==> config.mk <==
export PLATFORM = sky130hd
export DESIGN_NAME = seg_scan_driver
export DESIGN_NICKNAME = d
export VERILOG_FILES = /design/src/rtl/seg_scan_driver.sv
export SDC_FILE = /design/constraint.sdc
export NUM_CORES = 1
export LEC_CHECK = 0
export CAP_MARGIN = 30
export CORE_MARGIN = 2
export CORE_UTILIZATION = 59
export CTS_CLUSTER_SIZE = 8
export DETAILED_ROUTE_END_ITERATION = 6
export PLACE_DENSITY_LB_ADDON = 0.2
export RECOVER_POWER = 50
export SKIP_LAST_GASP = 1
export SLEW_MARGIN = 20
export SYNTH_ARGS = -nofsm -noshare
export SYNTH_HDL_FRONTEND = slang
export SYNTH_SLANG_ARGS = --single-unit
==> constraint.sdc <==
create_clock -name clk -period 4.65 [get_ports clk]
set_clock_uncertainty 0.05 [all_clocks]
set_input_delay 0.93 -clock clk [delete_from_list [all_inputs] [get_ports clk]]
set_output_delay 0.93 -clock clk [all_outputs]
set_load 0.05 [all_outputs]
==> src/rtl/seg_scan_driver.sv <==
// seg_scan_driver: four-digit seven-segment scan driver with frame-boundary loading; optional digit blink under SEG_BLINK_EN
module seg_scan_driver #(
    parameter int REFRESH_DIV = 100000,
    parameter int BLINK_DIV   = 25000000
) (
    input  logic        clk,
    input  logic        rst,
    input  logic        load,
    input  logic [15:0] digits_in,
    input  logic [3:0]  blink_mask,
    output logic [1:0]  en,
    output logic [3:0]  digit,
    output logic        blank,
    output logic        frame_start,
    output logic        pending
);
    localparam int PW = $clog2(REFRESH_DIV);
    localparam logic [PW-1:0] PMAX = PW'(REFRESH_DIV - 1);

    logic [PW-1:0] presc;
    logic [15:0]   disp, pend, disp_n;
    logic [1:0]    en_n;
    logic [3:0]    nib_n;
    logic          step, bnd, blink_n;

    // next-state view so digit/blank register together with en
    always_comb begin
        step   = presc == PMAX;
        bnd    = step && en == 2'd3;
        en_n   = step ? en + 2'd1 : en;
        disp_n = bnd ? (load ? digits_in : (pending ? pend : disp)) : disp;
        nib_n  = en_n == 2'd0 ? disp_n[15:12] :
                 en_n == 2'd1 ? disp_n[11:8]  :
                 en_n == 2'd2 ? disp_n[7:4]   : disp_n[3:0];
    end

`ifdef SEG_BLINK_EN
    localparam int BW = $clog2(BLINK_DIV + 1);
    localparam logic [BW-1:0] BMAX = BW'(BLINK_DIV - 1);

    logic [BW-1:0] bcnt;
    logic          phase, phase_n;

    assign phase_n = bcnt == BMAX ? ~phase : phase;
    assign blink_n = phase_n & blink_mask[~en_n];

    // free-running blink half-period counter, independent of the scan
    always_ff @(posedge clk) begin
        if (rst) begin
            bcnt  <= '0;
            phase <= 1'b0;
        end else begin
            bcnt  <= bcnt == BMAX ? '0 : bcnt + 1'b1;
            phase <= phase_n;
        end
    end
`else
    logic unused_mask;

    assign unused_mask = ^blink_mask;
    assign blink_n     = 1'b0;
`endif

    // prescaler, digit select, frame buffering and registered outputs
    always_ff @(posedge clk) begin
        if (rst) begin
            presc       <= '0;
            en          <= 2'd0;
            disp        <= '0;
            pend        <= '0;
            pending     <= 1'b0;
            frame_start <= 1'b0;
            digit       <= 4'd0;
            blank       <= 1'b0;
        end else begin
            presc       <= step ? '0 : presc + 1'b1;
            en          <= en_n;
            disp        <= disp_n;
            pend        <= load && !bnd ? digits_in : pend;
            pending     <= !bnd && (load || pending);
            frame_start <= bnd;
            digit       <= nib_n;
            blank       <= (nib_n > 4'd9) | blink_n;
        end
    end
endmodule

# Word level (Yosys, flattened, before mapping)
# Index checks and enable logic that the tools add are counted.
totals:
  regBits: 58
  input_bits: 23
  output_inout_bits: 9
  wordCells: 29
classes:
  n_addsub: 2
  order_cmp: 1
  eq_ne: 4
  muxes: 7
  n_reduce_logical: 7
op_table:
  columns: ["op", "n"]
  rows:
  - ["$mux W16", 3]
  - ["$add A17 B1 Y17 const B", 1]
  - ["$eq A17 B17 Y1 const B", 1]
  - ["$mux W4", 3]
  - ["$eq A2 B2 Y1 const B", 2]
  - ["$gt A4 B4 Y1 const B", 1]
  - ["$logic_and A1 B1 Y1", 3]
  - ["$add A2 B1 Y2 const B", 1]
  - ["$eq A2 B1 Y1 const B", 1]
  - ["$logic_not A2 Y1", 1]
  - ["$mux W2", 1]
  - ["$reduce_or A2 Y1", 1]
  - ["$logic_not A1 Y1", 1]
  - ["$logic_or A1 B1 Y1", 1]

# Logic depth before layout (Yosys ltp)
# Gate-level depths: netlist of the first run.
logic_depth:
  word_depth: 7
  ltp_mapped: 10
  depth_no_buf: 7

# Worst setup path before layout of the first run
# OpenSTA, ideal clock, no wires.
synth_timing:
  kind: "input -> register"
  start: "input port load"
  end: "register blank"
  setup_ps: 137
  t_arrival_ps: 2313
  required_time_ps: 4463
  slack_ps: 2151
  path_stages: 7
  n_path_buf: 2
  path_cell_list: "clkbuf_1 > buf_2 > mux2_2 > nor4_1 > o31ai_1 > o32ai_1 > a32oi_1"
synth_between:
  elab_chain_len: 6
synth_lines:
  columns: ["element", "line", "rtl"]
  rows:
  - ["start: declaration", "8", "input logic load,"]
  - ["$mux W16 * (2 in a row)", "31", "disp_n = bnd ? (load ? digits_in : (pending ? pend : disp)) : disp;"]
  - ["$mux W4", "34", "en_n == 2'd2 ? disp_n[7:4] : disp_n[3:0];"]
  - ["$mux W4", "33", "en_n == 2'd1 ? disp_n[11:8] :"]
  - ["$mux W4 *", "32", "nib_n = en_n == 2'd0 ? disp_n[15:12] :"]
  - ["$gt A4 B4 Y1 *", "83", "blank <= (nib_n > 4'd9) | blink_n;"]
  - ["end signal: assignment", "83", null]
  - ["end: declaration", "13", "output logic blank,"]
# Mark *: on every way between the ends. The rest lies on a longest branch, timed or not.
# A chain may end at the register's enable or synchronous reset.

# Worst setup path after layout of the first run
# Same ends and word-level chain as after synthesis.

==> results.py, run 1 <==
metrics = {
    "detailed_routing": {
        "num_vias": 2144,
        "routed_via_density": 5.923,
        "postRouteAntennaNets": 0,
        "routed_wl_mm": 5.600,
        "routedWlPerCell_um": 15.47,
        "drt_iter0_drc": 190,
        "first_pass_iters": 5,
        "drc": 0,
    },
    "yosys": {
        "syn-cell-area_um2": 2674,
        "synth.top_cell.area_share_pct": 43.43,
        "synth_nets": 308,
        "ys_warn_count": 0,
        "ys_types": 50,
        "synth_top_cell_by_area": "dfxtp_1",
        "ys_seq_area_share_pct": 43.43,
        "avgSynthCellArea_um2": 9.448,
        "synth_flop_cell": "dfxtp_1",
        "async_reset_ff_share_pct": 0,
        "syn_inst": 283,
        "synth_area_leaders": "dfxtp_1, mux2i_1, nor2_1, mux2_2, xor2_1",
        "synth_edf_count": 0,
        "synth_seq_cells": 58,
    },
    "sta": {
        "max-slew-margin-rel_pct": 0.5338,
        "tns_ns": 0,
        "hold_viol": 0,
        "finalSetupViolCount": 0,
        "whs_ns": 0.4132,
        "maxSlewViolCount": 0,
        "grt_setup_unrepaired": "false",
        "tightest_slew_ns": 1.481,
        "layout_min_cycle_time_ns": 3.631,
        "max_freq_mhz": 275.4,
        "finalCritPeriodShare_pct": 78.08,
    },
    "status": {
        "violations": "max-capacitance violations",
        "outcome": "finished with violations",
    },
    "placed_design": {
        "portBuffers": 27,
        "place_hpwl_mm": 3.742,
        "gp_congestion": 0.8324,
    },
    "finish": {
        "syn_to_final_growth_pct": 15.86,
        "drive_gt1_share_pct": 10.97,
        "final_util_pct": 71.15,
        "layout.nets": 330,
        "antenna_cells": 0,
    },
    "floorplanning": {
        "io_pins": 32,
        "dieArea_um2": 5087,
        "initial_utilization_pct": 61.41,
        "core_um2": 4354,
        "die_h_um": 71.32,
        "rows": 24,
        "die_w_um": 71.32,
    },
    "cts": {
        "cts_max_level": 3,
        "hold_buffers": 0,
        "clock_latency_ns": 0.33,
        "cts_sinks": 58,
        "clkTransAtPathRegs_ns": 0.06,
        "cts_tree": "done",
        "cts-root-buf": "clkbuf_8",
        "post-cts-setup-buffers": 0,
        "post_cts_resized": 0,
        "cts_buffers": 9,
        "cts.path.max_buffers": 2,
    },
    "setup_path": {
        "critPathRequiredTime_ns": 4.86,
        "start_kind": "primary input",
        "critPathKind": "primary input to register",
        "crit_arrival_ns": 3.84,
        "cp-end-kind": "register",
        "crit_fanout": 17,
    },
    "hold_path": {
        "hold_path.class": "register to register",
    },
    "global_route": {
        "grt_first_pass_wirelength_mm": 9.466,
        "grt-ovfl-total": 0,
        "antenna_found_initial": 0,
        "grt_pass1_vias": 2025,
        "grt_use_total_pct": 23.90,
        "grt_max_degree": 23,
    },
    "pwr": {
        "max-vdd-ir-drop_uv": 294.5,
        "leakagePower_uw": 0.001154,
        "finalPower_uw": 1013,
        "power_density_nw_per_um2": 326.9,
    },
    "flow_run": {
        "cap_violations": 1,
    },
}
## state kept, by name (all words and copies together), names as in the netlist
signal,flops
pending,1
disp,16
presc,17
digit,4
frame_start,1
pend,16
blank,1
en,2
## cell usage after synthesis (all sizes together) (2+ instances only)
cell type and instances:
mux2i 22, nor3 5, buf 8, inv 4, a2111oi 10, mux2 10
nor4b 2, or2 2, nor2 44, nand4 4, nand3 7, or4 2
and3 4, a21oi 10, o31ai 2, clkbuf 11, o32ai 2, a31oi 6
a211oi 6, ha 2, and4bb 2, o21ai 6, nor4 6, o22ai 4
nand2 14, dfxtp 58, or3 8, xor2 11
## worst paths after layout
kind	slack, ns	end	from	cells past startpoint
setup / recovery	1.02	blank$_SDFF_PP0_	load	7
hold / removal	0.41	presc[0]$_SDFF_PP0_	presc[0]$_SDFF_PP0_	1
setup reg to reg	1.09	blank$_SDFF_PP0_	presc[0]$_SDFF_PP0_	7
hold reg to reg	0.41	presc[0]$_SDFF_PP0_	presc[0]$_SDFF_PP0_	1
## power breakdown
| part | switching [uW] | internal, uW | leakage, uW |
|---|---|---|---|
| clock network | 191 | 236 | 0.0000965 |
| logic | 35.1 | 34.6 | 0.000586 |
| registers | 7.92 | 508 | 0.000471 |
## worst max-delay path: stages
cell and delay [ns]:
clkdlybuf4s50_1 0.45, buf_4 0.24, nor2_1 0.12, nor3_1 1.14
mux2i_1 0.23, or4_1 0.51, a32oi_1 0.20
## cells in the final DEF (no fill, tap or decap), types with 5 or more instances in the layout
master and instances:
a2111oi_0 10, mux2i_1 22, mux2_2 9, nor3_1 5
clkbuf_8 12, a31oi_1 6, clkdlybuf4s50_1 20, or3_1 8
nand2_1 13, o21ai_0 5, nor4_1 6, dfxtp_1 58
a21oi_1 10, a211oi_1 6, xor2_1 11, nand3_1 6
nor2_1 44, dlygate4sd3_1 7
## through the flow
| step | area [um2] | setup slack [ns] | cells |
|---|---|---|---|
| finish | 3098 | 1.019 | 362 |
| global route | 3098 | 0.8303 | 362 |
| CTS | 3123 | 1.785 | 362 |
| detailed placement | 2940 | 1.454 | 346 |
| global placement | 2940 | 1.464 | 346 |
| floorplan | 2674 | 2.151 | 283 |
## layer usage
| layer | global-route usage (%) | wire length (um) |
|---|---|---|
| met5 | 0 | 0 |
| met4 | 7.547 | 41 |
| met3 | 7.876 | 253 |
| met2 | 36.63 | 2653 |
| met1 | 32.17 | 2652 |
## cells by family (layout without fill, tap and decap cells)
group,after synthesis,after routing,synth area share (%)
flip-flops,58,58,43.43
buffers and inverters,23,50,3.977
AND/OR/NAND/NOR,106,106,21.85
multiplexers,33,33,13.43
AO/OA/AOI/OAI,49,49,12.45
adder cells (fa/ha/maj),2,2,0.9357
XOR/XNOR,12,12,3.931
## cell type report
type	count	area (um2)
multi-input cells	202	1389
fillers	356	1256
well taps	52	65.06
inverters	4	15.01
clock buffers	14	172.7
repair buffers	30	285.3
flip-flops and latches	58	1161
clock inverters	2	10.01
Note: power is estimated with default switching activity, not from simulation.
==> inputs of run 2 (changes only) <==
--- a/config.mk
+++ b/config.mk
@@ -7,7 +7,7 @@
 export LEC_CHECK = 0
 export CAP_MARGIN = 30
 export CORE_MARGIN = 2
-export CORE_UTILIZATION = 59
+export CORE_UTILIZATION = 50
 export CTS_CLUSTER_SIZE = 8
 export DETAILED_ROUTE_END_ITERATION = 6
 export PLACE_DENSITY_LB_ADDON = 0.2
==> constraint.sdc (replaced) <==
create_clock -name clk -period 3.2 [get_ports clk]
set_clock_uncertainty 0.05 [all_clocks]
set_input_delay 0.64 -clock clk [delete_from_list [all_inputs] [get_ports clk]]
set_output_delay 0.64 -clock clk [all_outputs]
set_load 0.05 [all_outputs]
==> run 2 against run 1 <==
Against the previous run: final cell count is 5.5% higher; sequential share of layout area is 0.63 points lower; largest power group unchanged; register-to-register slack worse by 0.64 ns; critical endpoint unchanged; worst hold slack hardly changed; worst setup slack worse by 0.57 ns; non-clock buffer count is 2 higher; count of clock-buffer cells in the layout stayed put; clock power is 45% higher; design area is 1.7% higher; the flow now finishes without violations; global-route usage is 3.5 points lower.
==> results.py, run 2 (same netlist as run 1, synthesis figures left out) <==
metrics = {
    "status": {
        "outcome": "completed",
    },
    "cts": {
        "cts_max_level": 3,
        "post-cts-setup-buffers": 0,
        "post_cts_resized": 0,
        "clkTransAtPathRegs_ns": 0.06,
        "hold_buffers": 0,
        "cts.path.max_buffers": 2,
        "clock_latency_ns": 0.33,
        "cts_buffers": 9,
        "cts_tree": "done",
        "cts-root-buf": "clkbuf_8",
        "cts_sinks": 58,
    },
    "detailed_routing": {
        "drc": 0,
        "first_pass_iters": 4,
        "num_vias": 2163,
        "postRouteAntennaNets": 0,
        "routed_wl_mm": 5.580,
        "routed_via_density": 5.662,
        "drt_iter0_drc": 108,
        "routedWlPerCell_um": 14.61,
    },
    "pwr": {
        "leakagePower_uw": 0.001176,
        "power_density_nw_per_um2": 466.5,
        "max-vdd-ir-drop_uv": 229.2,
    },
    "global_route": {
        "grt-ovfl-total": 0,
        "grt_first_pass_wirelength_mm": 9.715,
        "grt_use_total_pct": 20.42,
        "grt_pass1_vias": 2134,
        "grt_max_degree": 25,
        "antenna_found_initial": 0,
    },
    "setup_path": {
        "cp-end-kind": "register",
        "critPathRequiredTime_ns": 3.41,
        "cpLargestDelayFamily": "compound AO/OA/AOI/OAI gates",
        "slowest_delay_ns": 0.54,
        "path_buf_inv": 0,
        "crit_slowest_cell": "a2111oi_0",
        "start_kind": "register",
        "worstPathCellList": "ha_1, and4_1, and3_1, a31oi_1, a2111oi_0, o21ai_1, a32oi_1",
        "critPathKind": "register to register",
        "crit_fanout": 14,
        "crit_arrival_ns": 2.96,
    },
    "floorplanning": {
        "initial_utilization_pct": 52.02,
        "dieArea_um2": 5948,
        "core_um2": 5140,
        "rows": 26,
        "io_pins": 32,
        "die_w_um": 77.13,
        "die_h_um": 77.13,
    },
    "sta": {
        "finalCritPeriodShare_pct": 85.91,
        "whs_ns": 0.4127,
        "tns_ns": 0,
        "finalSetupViolCount": 0,
        "tightest_slew_ns": 1.034,
        "max-slew-margin-rel_pct": 31.08,
        "max_freq_mhz": 363.7,
        "hold_viol": 0,
        "maxSlewViolCount": 0,
        "layout_min_cycle_time_ns": 2.749,
        "grt_setup_unrepaired": "false",
    },
    "finish": {
        "final_common_cell": "dfxtp_1",
        "top_regs": "presc x17, disp x16, pend x16",
        "largest_reg_flops": 17,
        "multi_input_area_um2": 1400,
        "final_area_um2": 3151,
        "syn_to_final_growth_pct": 17.83,
        "ff_latch_area_um2": 1161,
        "final_util_pct": 61.30,
        "fillers": 467,
        "top_register": "presc",
        "antenna_cells": 0,
        "drive_gt1_share_pct": 12.18,
        "final_cells": 382,
        "layout.nets": 332,
        "mostFrequentLayoutCells": "dfxtp_1, nor2_1, mux2i_1, clkdlybuf4s50_1, nand2_1",
    },
    "hold_path": {
        "hold_path.class": "register to register",
    },
    "placed_design": {
        "dp.cells": 366,
        "dpl-instance-area_um2": 2978,
        "place_hpwl_mm": 3.922,
        "portBuffers": 27,
        "gp_congestion": 0.8317,
    },
    "flow_run": {
        "cap_violations": 0,
    },
}
-- run 2: changes by cell type in the layout (fill, tap and decap cells not counted) --
| cell | delta |
|---|---|
| nor3_1 | -1 |
| nor3_4 | +1 |
| clkbuf_1 | -1 |
| dlygate4sd3_1 | +1 |
| buf_4 | +3 |
| clkdlybuf4s50_1 | -1 |
-- run 2: final cells by class --
type	count	area share (%)
multi-input cells	202	44.44
flip-flops and latches	58	36.85
repair buffers	32	9.651
clock buffers	14	5.481
well taps	70	2.780
inverters	4	0.4766
clock inverters	2	0.3177
-- run 2: report_power, final --
part	switching, uW	leakage (uW)	internal, uW	total, uW
Combinational	50.7	0.000609	51.3	102
Sequential	10.9	0.000471	738	749
Clock	276	0.0000965	342	619
-- run 2: path summary, 6_finish.rpt --
kind                        from             endpoint  slack [ns]  cells past startpoint
min          presc[0]$_SDFF_PP0_  presc[0]$_SDFF_PP0_        0.41                      1
max          presc[0]$_SDFF_PP0_     blank$_SDFF_PP0_        0.45                      7
min reg2reg  presc[0]$_SDFF_PP0_  presc[0]$_SDFF_PP0_        0.41                      1
max reg2reg  presc[0]$_SDFF_PP0_     blank$_SDFF_PP0_        0.45                      7
-- run 2: per-stage QoR --
stage	total power (uW)	setup WS [ns]
after floorplan	827.2	0.9909
after global placement	866.6	0.3895
after detailed placement	868.0	0.3316
after CTS	1486	0.4874
after global routing	1530	0.3143
final	1470	0.4508
-- run 2: metal layers --
| metal | global-route usage (%) | vias to the layer above | wire length [um] |
|---|---|---|---|
| li1 | - | 1087 | - |
| met1 | 26.65 | 1014 | 2675 |
| met2 | 31.04 | 48 | 2522 |
| met3 | 4.471 | 14 | 238 |
| met4 | 11.79 | 0 | 144 |
| met5 | 0 | - | 0 |
-- run 2: worst reg2reg max path, stage by stage (launching register included) --
cell and delay [ns]:
dfxtp_1 0.37, ha_1 0.24, and4_1 0.33, and3_1 0.52, a31oi_1 0.18, a2111oi_0 0.55, o21ai_1 0.19, a32oi_1 0.25
